File: config.mk
export PLATFORM = sky130hd
export DESIGN_NAME = multicycle_ctrl
export DESIGN_NICKNAME = d
export VERILOG_FILES = /design/src/rtl/multicycle_ctrl.sv
export SDC_FILE = /design/constraint.sdc
export NUM_CORES = 1
export LEC_CHECK = 0
export CAP_MARGIN = 20
export CORE_ASPECT_RATIO = 0.6
export CORE_MARGIN = 2
export CORE_UTILIZATION = 25
export CTS_BUF_LIST = sky130_fd_sc_hd__clkbuf_16
export DETAILED_ROUTE_END_ITERATION = 6
export SLEW_MARGIN = 20
export SYNTH_ARGS = -nofsm -noshare
export SYNTH_HDL_FRONTEND = slang
export SYNTH_SLANG_ARGS = --single-unit
File: constraint.sdc
create_clock -name CLK -period 3 [get_ports CLK]
set_input_delay 0.3 -clock CLK [delete_from_list [all_inputs] [get_ports CLK]]
set_output_delay 0.3 -clock CLK [all_outputs]
set_load 0.03 [all_outputs]
File: src/rtl/multicycle_ctrl.sv
// Multi-cycle control unit for the 16-bit CPU: sequences fetch/decode/execute/memory/writeback
// over one shared ALU and memory port, stalling on mem_ready and counting retired instructions.
//
//   state  | meaning
//   FETCH  | read instruction at PC, load IR and PC+1 when memory is ready
//   DECODE | classify opcode; JMP and NOP complete here, HALT parks
//   EXEC   | drive ALU (R-type, ADDI, address calc, BEQ compare + branch)
//   MEM    | data read (LW) or write (SW) at ALU address, held until ready
//   WB     | write ALU result or load data to register file
//   HALT   | parked with all strobes low until RESET
module multicycle_ctrl #(
   parameter int OP_W  = 4,
   parameter int CNT_W = 16
) (
   input  logic             CLK,
   input  logic             RESET,
   input  logic [OP_W-1:0]  op,
   input  logic             zero,
   input  logic             mem_ready,
   output logic             PCWrite,
   output logic [1:0]       PCSrc,
   output logic             IRWrite,
   output logic             MemRead,
   output logic             MemWrite,
   output logic             IorD,
   output logic             RegWrite,
   output logic             MemtoReg,
   output logic             ALUSrcB,
   output logic [2:0]       ALUOp,
   output logic [2:0]       state,
   output logic             halted,
   output logic [CNT_W-1:0] retired
);

   typedef enum logic [2:0] {
      FETCH  = 3'd0,
      DECODE = 3'd1,
      EXEC   = 3'd2,
      MEM    = 3'd3,
      WB     = 3'd4,
      HALT   = 3'd5
   } state_t;

   localparam logic [OP_W-1:0] OP_ADD  = OP_W'(0);
   localparam logic [OP_W-1:0] OP_SUB  = OP_W'(1);
   localparam logic [OP_W-1:0] OP_AND  = OP_W'(2);
   localparam logic [OP_W-1:0] OP_OR   = OP_W'(3);
   localparam logic [OP_W-1:0] OP_ADDI = OP_W'(4);
   localparam logic [OP_W-1:0] OP_LW   = OP_W'(5);
   localparam logic [OP_W-1:0] OP_SW   = OP_W'(6);
   localparam logic [OP_W-1:0] OP_BEQ  = OP_W'(7);
   localparam logic [OP_W-1:0] OP_JMP  = OP_W'(8);
   localparam logic [OP_W-1:0] OP_HALT = OP_W'(15);

   state_t curState;
   state_t nextState;
   logic   retireNow;

   always_comb begin
      PCWrite   = 1'b0;
      PCSrc     = 2'd0;
      IRWrite   = 1'b0;
      MemRead   = 1'b0;
      MemWrite  = 1'b0;
      IorD      = 1'b0;
      RegWrite  = 1'b0;
      MemtoReg  = 1'b0;
      ALUSrcB   = 1'b0;
      ALUOp     = 3'd0;
      retireNow = 1'b0;
      nextState = curState;

      case (curState)
         FETCH: begin
            MemRead = 1'b1;
            if (mem_ready) begin
               IRWrite   = 1'b1;
               PCWrite   = 1'b1;
               nextState = DECODE;
            end
         end

         DECODE: begin
            case (op)
               OP_HALT: nextState = HALT;
               OP_JMP: begin
                  PCWrite   = 1'b1;
                  PCSrc     = 2'd2;
                  retireNow = 1'b1;
                  nextState = FETCH;
               end
               OP_ADD, OP_SUB, OP_AND, OP_OR,
               OP_ADDI, OP_LW, OP_SW, OP_BEQ: nextState = EXEC;
               default: begin
                  retireNow = 1'b1;
                  nextState = FETCH;
               end
            endcase
         end

         EXEC: begin
            case (op)
               OP_ADD: nextState = WB;
               OP_SUB: begin
                  ALUOp     = 3'd1;
                  nextState = WB;
               end
               OP_AND: begin
                  ALUOp     = 3'd2;
                  nextState = WB;
               end
               OP_OR: begin
                  ALUOp     = 3'd3;
                  nextState = WB;
               end
               OP_ADDI: begin
                  ALUSrcB   = 1'b1;
                  nextState = WB;
               end
               OP_LW, OP_SW: begin
                  ALUSrcB   = 1'b1;
                  nextState = MEM;
               end
               OP_BEQ: begin
                  ALUOp     = 3'd1;
                  PCWrite   = zero;
                  PCSrc     = 2'd1;
                  retireNow = 1'b1;
                  nextState = FETCH;
               end
               default: nextState = FETCH;
            endcase
         end

         MEM: begin
            IorD     = 1'b1;
            MemRead  = (op == OP_LW);
            MemWrite = (op == OP_SW);
            if (mem_ready) begin
               if (op == OP_LW) begin
                  nextState = WB;
               end else begin
                  retireNow = (op == OP_SW);
                  nextState = FETCH;
               end
            end
         end

         WB: begin
            RegWrite  = 1'b1;
            MemtoReg  = (op == OP_LW);
            retireNow = 1'b1;
            nextState = FETCH;
         end

         HALT: nextState = HALT;

         default: nextState = FETCH;
      endcase

      // Reset aborts the instruction in flight: no request or write may leak out this cycle.
      if (RESET) begin
         PCWrite  = 1'b0;
         PCSrc    = 2'd0;
         IRWrite  = 1'b0;
         MemRead  = 1'b0;
         MemWrite = 1'b0;
         IorD     = 1'b0;
         RegWrite = 1'b0;
         MemtoReg = 1'b0;
         ALUSrcB  = 1'b0;
         ALUOp    = 3'd0;
      end
   end

   always_ff @(posedge CLK) begin
      if (RESET) begin
         curState <= FETCH;
         retired  <= '0;
      end else begin
         curState <= nextState;
         if (retireNow) begin
            retired <= retired + 1'b1;
         end
      end
   end

   assign state  = curState;
   assign halted = (curState == HALT);

endmodule

==> flow_metrics.env <==
export IMPL_outcome="finished clean"
export IMPL_clock_latency_ns=0.25
export IMPL_clock_path_buffers=2
export IMPL_drt_first_pass_iters=4
export IMPL_fin_nets=224
export IMPL_ys_seq_area_share_pct=25.04
export IMPL_crit_fanout=11
export IMPL_final_cell_area_sq_um=2049
export IMPL_diodes=0
export IMPL_fmax_mhz=383.7
export IMPL_start_util_pct=26.52
export IMPL_synth_cell_type_count=44
export IMPL_grt_start_max_net_pins=21
export IMPL_grt_pass1_wl_um=6147
export IMPL_nFillCells=617
export IMPL_grt_pass1_vias=1232
export IMPL_slowest_delay_ns=0.69
export IMPL_finalSetupTns_ns=0
export IMPL_cp_top_family="buffers and inverters"
export IMPL_synth_ff_latch_count=19
export IMPL_die_h_um=64.38
export IMPL_finalHoldViolCount=0
export IMPL_drv_cap=0
export IMPL_cts_sinks=19
export IMPL_post_route_period_util_pct=86.86
export IMPL_synth_enable_flop_cells=0
export IMPL_fp_row_count=21
export IMPL_setup_viol=0
export IMPL_required_ns=2.70
export IMPL_worst_hold_slack_ns=0.5133
export IMPL_vias=1375
export IMPL_finalCriticalPeriod_ns=2.606
export IMPL_postCtsSetupBuffers=0
export IMPL_cts_max_level=1
export IMPL_io_buffers=39
export IMPL_cp_common_cell="clkdlybuf4s50_1"
export IMPL_post_cts_resized=0
export IMPL_synth_top_flop_cell="dfxtp_1"
export IMPL_synth_fp_nets=187
export IMPL_die_w_um=104.6
export IMPL_cts_buffers=3
export IMPL_multiInputGateArea_sq_um=1059
export IMPL_slew_viol_final=0
export IMPL_grt_usage_pct=11.33
export IMPL_critical_path_class="primary input to output pin"
export IMPL_regArea_sq_um=380.4
export IMPL_rsz0062_at_grt="no"
export IMPL_p_leak_uw=0.0007327
export IMPL_drive_gt1_share_pct=19.63
export IMPL_wl_per_cell_um=12.52
export IMPL_yosysWarnings=0
export IMPL_placedCellCount=290
export IMPL_async_flop_share_pct=0
export IMPL_area_growth_pct=34.93
export IMPL_finalPower_uw=641.0
export IMPL_crit_chain="clkdlybuf4s50_1 > and3_1 > nand4_1 > a21o_1 > a21oi_1 > clkdlybuf4s50_1"
export IMPL_syn_inst=178
export IMPL_slowest_stage="clkdlybuf4s50_1"
export IMPL_first_iter_violations=64
export IMPL_wl_um=3680
export IMPL_die_area_sq_um=6736
export IMPL_antenna_found_initial=0
export IMPL_critical_path_buf_inv_count=2
export IMPL_via_per_inst=4.677
export IMPL_synthesis_area_sq_um=1519
export IMPL_path_clk_slew_ns=0.05
export IMPL_ctsHoldBuffers=0
export IMPL_cp_end_kind="output pin"
export IMPL_place_congestion=0.7893
export IMPL_grt_overflow=0
export IMPL_hold_class="flip-flop to flip-flop"
export IMPL_ant_nets=0
export IMPL_skew_ns=0.003239
export IMPL_syn_area_per_cell_sq_um=8.533
export IMPL_place_area_sq_um=1971
export IMPL_drc_errors=0
export IMPL_arrival_ns=2.31
export IMPL_relSlewSlack_pct=61.30
export IMPL_dp_hpwl_um=2835
export IMPL_worst_pin_slew_ns=0.5797
export IMPL_coreArea_sq_um=5728
export IMPL_cts_tree="yes"
export IMPL_power_density_nw_per_um2=312.7
export IMPL_start_kind="primary input"
export IMPL_io_pins=41
export IMPL_cts_root_buf="clkbuf_16"
export IMPL_fin_cells=294
export IMPL_vdd_drop_max_mv=0.1447
worst register-to-register path: stages (launching register included):
cell	delay (ns)
dfxtp_1	0.69
and4b_1	0.38
a32oi_4	0.06
buf_4	0.23
a2111oi_2	0.37
mux2_1	0.36
synth_stat cells (3+ instances only):
cell type	number	area, sq um
nand2b_1	6	37.54
nand2_1	13	48.80
nand3_1	6	30.03
a211oi_2	6	75.07
nand4_1	6	37.54
nor2_1	25	93.84
mux2_1	4	45.04
nor4_1	3	18.77
a2111oi_2	4	60.06
nor2b_1	17	106.4
a21oi_1	5	25.02
clkbuf_1	7	26.28
a21oi_2	4	35.03
and3_1	6	37.54
o21ai_0	3	15.01
dfxtp_1	19	380.4
inv_1	3	11.26
mux2_4	10	150.1
logic make-up (layout without fill, tap and decap cells):
logic type / count (synthesis) / after routing / share of synthesized area, %
AO/OA/AOI/OAI: 32 / 32 / 20.84
buffers and inverters: 15 / 51 / 5.271
other: 1 / 1 / 0.2469
flip-flops: 19 / 19 / 25.04
multiplexers: 16 / 16 / 14.25
AND/OR/NAND/NOR: 94 / 94 / 33.53
adder cells (fa/ha/maj): 1 / 1 / 0.8236
report_power, final:
group / switching, uW / internal [uW] / total, uW
sequential: 4.45 / 255 / 260
combinational: 63.9 / 44.0 / 108
clock: 95.9 / 177 / 273
total: 164 / 477 / 641
flip-flops by register name (all words and copies together), names as in the netlist:
| register | count |
|---|---|
| state | 3 |
| retired | 16 |
per-stage QoR:
step,utilization [%],setup slack [ns]
detailed placement,34.40,0.3862
finish,35.78,0.3941
global placement,34.40,0.3899
global route,35.78,0.2620
floorplan,-,0.4520
CTS,35.78,0.3818
final timing paths:
check / start / slack [ns] / endpoint / cells past startpoint
hold reg to reg: retired[1]$_SDFFE_PP0P_ / 0.51 / retired[1]$_SDFFE_PP0P_ / 2
hold / removal: retired[1]$_SDFFE_PP0P_ / 0.51 / retired[1]$_SDFFE_PP0P_ / 2
setup / recovery: op[1] / 0.39 / PCWrite / 6
setup reg to reg: state[1]$_SDFFE_PP0P_ / 0.81 / retired[15]$_SDFFE_PP0P_ / 5
layout make-up:
class | instances | area share, %
Multi-Input combinational cell | 144 | 51.65
Timing Repair Buffer | 44 | 20.51
Sequential cell | 19 | 18.56
Tap cell | 80 | 4.884
Clock buffer | 3 | 3.663
Inverter | 3 | 0.5494
Clock inverter | 1 | 0.1831
metal layers:
layer / routed length [um] / vias up / track usage, %
li1: - / 706 / -
met4: 27 / 0 / 2.500
met2: 1412 / 28 / 14.87
met1: 2064 / 637 / 17.36
met5: 0 / - / 0
met3: 176 / 4 / 3.673
placed cells by master, fill, tap and decap left out, types with 8 or more instances in the layout:
cell type        count
dfxtp_1             19
clkdlybuf4s50_1     36
nor2b_1             17
buf_4                8
nor2_1              25
mux2_4              10
nand2_1             13
No activity file was read; power rests on OpenSTA's default activity.
